File: config.mk
export PLATFORM = sky130hd
export DESIGN_NAME = alu_sonuc_tamponu
export DESIGN_NICKNAME = d
export VERILOG_FILES = /design/src/rtl/alu_pkg.sv /design/src/rtl/sonuc_fifo.sv /design/src/rtl/alu_sonuc_tamponu.sv
export SDC_FILE = /design/constraint.sdc
export NUM_CORES = 1
export LEC_CHECK = 0
export CAP_MARGIN = 20
export CORE_MARGIN = 2
export CORE_UTILIZATION = 45
export DETAILED_ROUTE_END_ITERATION = 8
export PLACE_DENSITY = 0.76
export SETUP_SLACK_MARGIN = 0.4
export SKIP_CTS_REPAIR_TIMING = 1
export SYNTH_ARGS = -nofsm -noshare
export SYNTH_HDL_FRONTEND = slang
export SYNTH_SLANG_ARGS = --single-unit
File: constraint.sdc
create_clock -name clk -period 2.8 [get_ports clk]
set_clock_uncertainty 0.15 [all_clocks]
set_input_delay 0.56 -clock clk [delete_from_list [all_inputs] [get_ports clk]]
set_output_delay 0.56 -clock clk [all_outputs]
set_load 0.02 [all_outputs]
File: src/rtl/alu_pkg.sv
// Shared definitions for the ALU result buffer: op codes, compare codes,
// the stored entry layout and the encoding-check helper.
package alu_pkg;

  localparam logic [1:0] OP_TOPLA       = 2'b00;
  localparam logic [1:0] OP_CIKAR       = 2'b01;
  localparam logic [1:0] OP_KARE        = 2'b10;
  localparam logic [1:0] OP_KARSILASTIR = 2'b11;

  localparam logic [2:0] CMP_ESIT  = 3'b100;
  localparam logic [2:0] CMP_BUYUK = 3'b010;
  localparam logic [2:0] CMP_KUCUK = 3'b001;

  localparam logic [7:0] KARE_MAX = 8'd225;
  localparam int unsigned GIRIS_W = 12;

  typedef struct packed {
    logic [1:0] sel;
    logic [7:0] sonuc;
    logic       sifir;
    logic       tasma;
  } giris_t;

  // True when the ALU bus carries bits the selected operation can never produce.
  function automatic logic kodlama_hatali(input logic [1:0] sel, input logic [7:0] sonuc);
    logic hatali;
    hatali = 1'b0;
    case (sel)
      OP_TOPLA, OP_CIKAR: hatali = (sonuc[7:5] != 3'b000);
      OP_KARE:            hatali = (sonuc > KARE_MAX);
      default:            hatali = (sonuc[7:3] != 5'b00000) ||
                                   !((sonuc[2:0] == CMP_ESIT) ||
                                     (sonuc[2:0] == CMP_BUYUK) ||
                                     (sonuc[2:0] == CMP_KUCUK));
    endcase
    return hatali;
  endfunction

endpackage

File: src/rtl/sonuc_fifo.sv
// DEPTH x WIDTH synchronous FIFO with count output; storage is cleared on reset
// so the head read is always defined.
module sonuc_fifo #(
  parameter int unsigned DEPTH = 4,
  parameter int unsigned WIDTH = 12
) (
  input  logic                     clk,
  input  logic                     rst,
  input  logic                     in_valid_i,
  output logic                     in_ready_o,
  input  logic [WIDTH-1:0]         in_data_i,
  output logic                     out_valid_o,
  input  logic                     out_ready_i,
  output logic [WIDTH-1:0]         out_data_o,
  output logic [$clog2(DEPTH):0]   count_o
);

  localparam int unsigned AW = $clog2(DEPTH);
  localparam logic [AW:0] FULL = (AW+1)'(DEPTH);

  logic [WIDTH-1:0] mem_q [DEPTH];
  logic [AW-1:0]    wr_ptr_q, wr_ptr_d;
  logic [AW-1:0]    rd_ptr_q, rd_ptr_d;
  logic [AW:0]      count_q, count_d;
  logic             push, pop;

  // Handshake: a beat transfers on an edge where valid && ready; ready and
  // valid come only from the registered count, never from the other side.
  assign in_ready_o  = (count_q != FULL);
  assign out_valid_o = (count_q != '0);
  assign out_data_o  = mem_q[rd_ptr_q];
  assign count_o     = count_q;

  assign push = in_valid_i && in_ready_o;
  assign pop  = out_valid_o && out_ready_i;

  always_comb begin
    wr_ptr_d = wr_ptr_q;
    rd_ptr_d = rd_ptr_q;
    count_d  = count_q;
    if (push) wr_ptr_d = wr_ptr_q + AW'(1);
    if (pop)  rd_ptr_d = rd_ptr_q + AW'(1);
    case ({push, pop})
      2'b10:   count_d = count_q + (AW+1)'(1);
      2'b01:   count_d = count_q - (AW+1)'(1);
      default: count_d = count_q;
    endcase
  end

  always_ff @(posedge clk) begin
    if (rst) begin
      wr_ptr_q <= '0;
      rd_ptr_q <= '0;
      count_q  <= '0;
      for (int i = 0; i < int'(DEPTH); i++) mem_q[i] <= '0;
    end else begin
      wr_ptr_q <= wr_ptr_d;
      rd_ptr_q <= rd_ptr_d;
      count_q  <= count_d;
      if (push) mem_q[wr_ptr_q] <= in_data_i;
    end
  end

endmodule

File: src/rtl/alu_sonuc_tamponu.sv
// Registered buffer behind the combinational ALU: derives zero/carry flags,
// checks result encoding, queues entries and keeps sticky error and push count.
module alu_sonuc_tamponu
  import alu_pkg::*;
#(
  parameter int unsigned DEPTH = 4
) (
  input  logic                   clk,
  input  logic                   rst,
  input  logic                   in_valid,
  output logic                   in_ready,
  input  logic [1:0]             in_sel,
  input  logic [7:0]             in_sonuc,
  output logic                   out_valid,
  input  logic                   out_ready,
  output logic [1:0]             out_sel,
  output logic [7:0]             out_sonuc,
  output logic                   out_sifir,
  output logic                   out_tasma,
  output logic [$clog2(DEPTH):0] doluluk,
  output logic [7:0]             sayac,
  output logic                   hata
);

  giris_t     giris, cikis;
  logic       push;
  logic [7:0] sayac_q, sayac_d;
  logic       hata_q, hata_d;

  always_comb begin
    giris       = '0;
    giris.sel   = in_sel;
    giris.sonuc = in_sonuc;
    giris.sifir = (in_sonuc == 8'h00);
    // Bit 4 is the carry out of a 4-bit add, or the borrow of a 4-bit subtract.
    giris.tasma = ((in_sel == OP_TOPLA) || (in_sel == OP_CIKAR)) ? in_sonuc[4] : 1'b0;
  end

  sonuc_fifo #(
    .DEPTH (DEPTH),
    .WIDTH (GIRIS_W)
  ) u_fifo (
    .clk         (clk),
    .rst         (rst),
    .in_valid_i  (in_valid),
    .in_ready_o  (in_ready),
    .in_data_i   (giris),
    .out_valid_o (out_valid),
    .out_ready_i (out_ready),
    .out_data_o  (cikis),
    .count_o     (doluluk)
  );

  assign push = in_valid && in_ready;

  always_comb begin
    sayac_d = sayac_q;
    hata_d  = hata_q;
    if (push) begin
      if (sayac_q != 8'hFF) sayac_d = sayac_q + 8'd1;
      if (kodlama_hatali(in_sel, in_sonuc)) hata_d = 1'b1;
    end
  end

  always_ff @(posedge clk) begin
    if (rst) begin
      sayac_q <= 8'h00;
      hata_q  <= 1'b0;
    end else begin
      sayac_q <= sayac_d;
      hata_q  <= hata_d;
    end
  end

  assign out_sel   = cikis.sel;
  assign out_sonuc = cikis.sonuc;
  assign out_sifir = cikis.sifir;
  assign out_tasma = cikis.tasma;
  assign sayac     = sayac_q;
  assign hata      = hata_q;

endmodule

# [Word level (Yosys, flattened, before mapping)]
# Memories as Yosys holds them, arrays and structs flattened. A register that Yosys moved wholly into a read port is not among the register bits.
# Index checks and enable logic that the tools add are counted.
# Widths: inputs -> output; s select.
[word_totals] reg_bits=16 ramBits=48 word_cells=52 n_memories=1
[op_classes] addsub=5 order_cmp=1 n_eq_ne=9 muxes=14 n_reduce_logical=17
[mem_list] name="u_fifo.mem_q" words=4 width=12 read_ports=1 rd_ports_with_merged_regs=1 write_ports=4 line="sonuc_fifo.sv:21" rtl="logic [WIDTH-1:0] mem_q [DEPTH];"
[op_table] op="$mux 12" count=1
[op_table] op="$reduce_or 12->1" count=1
[op_table] op="$add 8x1->8 const B" count=1
[op_table] op="$gt 8x8->1 const B" count=1
[op_table] op="$logic_not 8->1" count=1
[op_table] op="$mux 1" count=8
[op_table] op="$ne 8x8->1 const B" count=1
[op_table] op="$mux 2" count=3
[op_table] op="$pmux 3 s2" count=1
[op_table] op="$reduce_bool 3->1" count=2
[op_table] op="$reduce_bool 5->1" count=1
[op_table] op="$add 2x1->2 const B" count=2
[op_table] op="$eq 2x1->1 const B" count=2
[op_table] op="$eq 2x2->1 const B" count=2
[op_table] op="$logic_or 1x1->1" count=4
[op_table] op="$reduce_and 2->1" count=2
[op_table] op="$add 3x1->3 const B" count=1
[op_table] op="$eq 3x1->1 const B" count=1
[op_table] op="$eq 3x2->1 const B" count=1
[op_table] op="$eq 3x3->1 const B" count=1
[op_table] op="$ne 3x3->1 const B" count=1
[op_table] op="$sub 3x1->3 const B" count=1
[op_table] op="$logic_and 1x1->1" count=2
[op_table] op="$logic_not 2->1" count=1
[op_table] op="4 further kinds" count=4

# [Logic depth before layout (Yosys ltp)]
[logic_depth] depth_word=8 mapped_depth=8 mapped_depth_nobuf=8

# [Modules after synthesis]
# A second synthesis with hierarchy kept.
[unflattened] cells_unflattened=232 area_unflattened_um2=3143.0
[modules_own_cells] module="sonuc_fifo" instances=1 cells_each=167 area_each_um2=2585.0 seq_area_each_um2=1621.6
[modules_own_cells] module="alu_sonuc_tamponu" instances=1 cells_each=65 area_each_um2=558.0 seq_area_each_um2=180.2

# [Least setup slack after synthesis]
# OpenSTA, ideal clock, no wires.
[synth_path] kind="register to register" start="register u_fifo.count_q[2] (netlist: u_fifo.count_o[2])" end="register u_fifo.count_q[2] (netlist: u_fifo.count_o[2])" setup_ps=70 arrival_time_ps=2182 t_required_ps=2580 slack_ps=398 stages_incl_launch_ff=9 n_path_buf=0 synth_period_minus_slack_ps=2402 path_cell_list="dfxtp_1 > or3b_1 > nand2_2 > ha_1 > inv_1 > fa_1 > xor2_1 > or3_1 > a21oi_1"
[synth_via] elab_chain_len=4 elab_cells_between_ends=10 classes_between="add/sub (2); eq/ne (3); mux (1); reduce/logical (4)"
[synth_rtl] item="start, declared" line="sonuc_fifo.sv:24" rtl="logic [AW:0] count_q, count_d;"
[synth_rtl] item="start signal, assigned" line="sonuc_fifo.sv:59" rtl="count_q <= count_d;"
[synth_rtl] item="$ne 3x3->1 or $reduce_bool 3->1 (tied branches)" line="sonuc_fifo.sv:29, sonuc_fifo.sv:30"
[synth_rtl] item="$logic_and 1x1->1 (on tied branches)" line="sonuc_fifo.sv:34, sonuc_fifo.sv:35"
[synth_rtl] item="$eq 2x1->1 or $eq 2x2->1 (tied branches)" line="sonuc_fifo.sv:43" rtl="case ({push, pop})"
[synth_rtl] item="$pmux 3 s2 or $reduce_bool 2->1 (tied branches)"
# Parallel ways exist; a longest one is shown, timed or not.
# A chain may end at the register's enable or synchronous reset.

==> results_dict.tcl <==
set metrics [dict create \
    ys_ff_latch 66 \
    grt-ovfl-total 0 \
    regArea_um2 1810 \
    met3_usage 0.0506 \
    grt_pass1_wl_mm 10.2 \
    required_ns 2.83 \
    synth-async-reset-ratio 0 \
    avgViaCountPerCell 5.30 \
    crit_slowest_cell "or4_4" \
    placed_cells 355 \
    ys_seq_area_frac 0.610 \
    fill_cells 505 \
    end_kind "flop" \
    busiest_layer "met2" \
    synth_flop_cell "edfxtp_1" \
    worstMarginPinSlew_ns 0.637 \
    max_cap_viol_count 0 \
    powerDensity_nw_per_um2 810 \
    rows 29 \
    fp.dieH_um 85.0 \
    track_usage 0.185 \
    status "finished clean" \
    p_int_uw 2150 \
    ys_types 42 \
    hold_viol_final 0 \
    report.final.slew_viol_count 0 \
    core_um2 6350 \
    slowest_delay_ns 0.49 \
    cts_tree "built" \
    synth.avg_cell_area_um2 12.6 \
    drtAntennaViolNets 0 \
    wire_per_inst_um 17.0 \
    setup_viol 0 \
    hp-class "flop to flop" \
    critical_path_class "primary input to flop" \
    finalWirelength_mm 6.32 \
    dieArea_um2 7220 \
    drive_above_1_share 0.190 \
    cts_made_buffers 9 \
    htree_levels 3 \
    cp_num_buf_inv 1 \
    min_period_ns 2.34 \
    synthesis.nets 251 \
    worstSetupStartpointType "primary input" \
    worstPathArrival_ns 2.38 \
    crit_path_frequent_cell "or3_4" \
    place.gp.congestion 0.771 \
    die_w_um 85.0 \
    path_cells "clkdlybuf4s50_1 > or3_4 > or4_4 > or3_4 > nor2_1" \
    path_clk_slew_ns 0.07 \
    area.growth.synth_to_final_pct 28.7 \
    clockBufferDepth 2 \
    use_met2 0.303 \
    drt_iter0_drc 137 \
    p_clk_frac 0.282 \
    irDropWorstVdd_mv 0.640 \
    p_leak_uw 0.00160 \
    drc 0 \
    netlist_instances 234 \
    clock_sink_count 66 \
    mostFrequentLayoutCell "edfxtp_1" \
    io_pins 40 \
    crit_family "simple AND/OR/NAND/NOR gates" \
    num_antenna_cells 0 \
    port_buffers 39 \
    clock_latency_ns 0.34 \
    nets 307 \
    grt_use_met1 0.243 \
    root_buffer "clkbuf_8" \
    swShare 0.300 \
    grt_max_degree 14 \
    firstDrtPassIters 4 \
    multi_input_area_um2 1060 \
    fin_setup_tns_ns 0 \
    sequentialPowerShare 0.409 \
    synth_edf_count 48 \
    netSwitchingPower_uw 924 \
    layout_common_cells "48 x edfxtp_1, 38 x nor2_1, 25 x clkdlybuf4s50_1" \
    num_vias 1971 \
    combPwrFrac 0.310 \
    max_slew_margin 0.575 \
    antenna_found_initial 0 \
    synth.yosys.warnings 0 \
    worstPathMaxFanout 3 \
    max_freq_ghz 0.427 \
    start_util 0.465 \
    whs_ns 0.361 \
    post-dp-hpwl_mm 4.01 \
    rsz0062_at_grt "no" \
    first_global_vias 2020 \
    syn_area_um2 2950 \
    stdcell_count 372 \
    fin_crit_sh 0.837 \
]
==> per-stage QoR <==
step | util | power, uW | instance area, um2 | worst slack [ns]
5_1_grt | 0.598 | 3220 | 3800 | 0.403
3_3_place_gp | 0.553 | 2190 | 3510 | 0.113
3_5_place_dp | 0.553 | 2210 | 3510 | 0.0737
4_1_cts | 0.587 | 3070 | 3730 | 0.0244
6_report | 0.598 | 3080 | 3800 | 0.455
2_1_floorplan | - | 1830 | 2950 | 0.443
==> power groups by stage <==
stage	logic, uW	clock network [uW]	registers, uW
floorplan	538	0	1290
global placement	928	0	1270
detailed placement	939	0	1270
CTS	946	878	1250
global route	1030	925	1270
finish	953	866	1260
==> final timing paths <==
check | startpoint | to | slack, ns | cells past startpoint
max | in_sonuc[6] | u_fifo.mem_q[1][1]$_SDFFCE_PN0P_ | 0.46 | 5
min | sayac[7]$_SDFFE_PP0P_ | sayac[7]$_SDFFE_PP0P_ | 0.36 | 2
max reg2reg | u_fifo.count_o[0]$_SDFFE_PP0P_ | u_fifo.count_o[2]$_SDFFE_PP0P_ | 0.54 | 8
min reg2reg | sayac[7]$_SDFFE_PP0P_ | sayac[7]$_SDFFE_PP0P_ | 0.36 | 2
==> worst min-delay path, delay by kind of cell, from the launching register on <==
kind / cells / cell delay [ns]
flops: 1 / 0.34
compound gates: 2 / 0.13
==> Yosys cell counts (all sizes together) (3+ instances only) <==
cell | n | area, um2
nand3 | 4 | 20.0
inv | 15 | 56.3
nand2 | 16 | 62.6
mux4 | 12 | 270
or4 | 3 | 26.3
xor2 | 10 | 87.6
nor2 | 38 | 143
nor4 | 3 | 18.8
clkbuf | 8 | 30.0
dfxtp | 18 | 360
edfxtp | 48 | 1440
o21ai | 4 | 20.0
or3 | 6 | 47.5
and2 | 11 | 70.1
a21oi | 5 | 25.0
==> sequential cells by signal, indices dropped and copies added (netlist names), named ones only <==
signal           flops
u_fifo.mem_q        48
u_fifo.rd_ptr_q      2
hata                 1
u_fifo.count_o       3
sayac                8
u_fifo.wr_ptr_q      2
==> area by class of cell <==
class                   count  share of cell area
multi-input cells         143               0.280
repair buffers             55               0.147
clock buffers               9              0.0326
flip-flops and latches     66               0.476
clock inverters             7              0.0247
well taps                  77              0.0254
inverters                  15              0.0148
==> per-layer routing <==
metal / vias to the layer above / share of wire
li1: 953 / -
met1: 945 / 0.43
met2: 71 / 0.50
met3: 2 / 0.075
met4: 0 / 0.00032
met5: - / 0
==> cell families after synthesis <==
logic type      after synthesis  synth area share
compound gates               20            0.0462
fa+ha+maj                     3            0.0153
mux                          14            0.0983
flops                        66             0.610
simple gates                 95             0.164
buf+inv                      25            0.0326
xor+xnor                     11            0.0326
No activity file was read; power rests on OpenSTA's default activity.
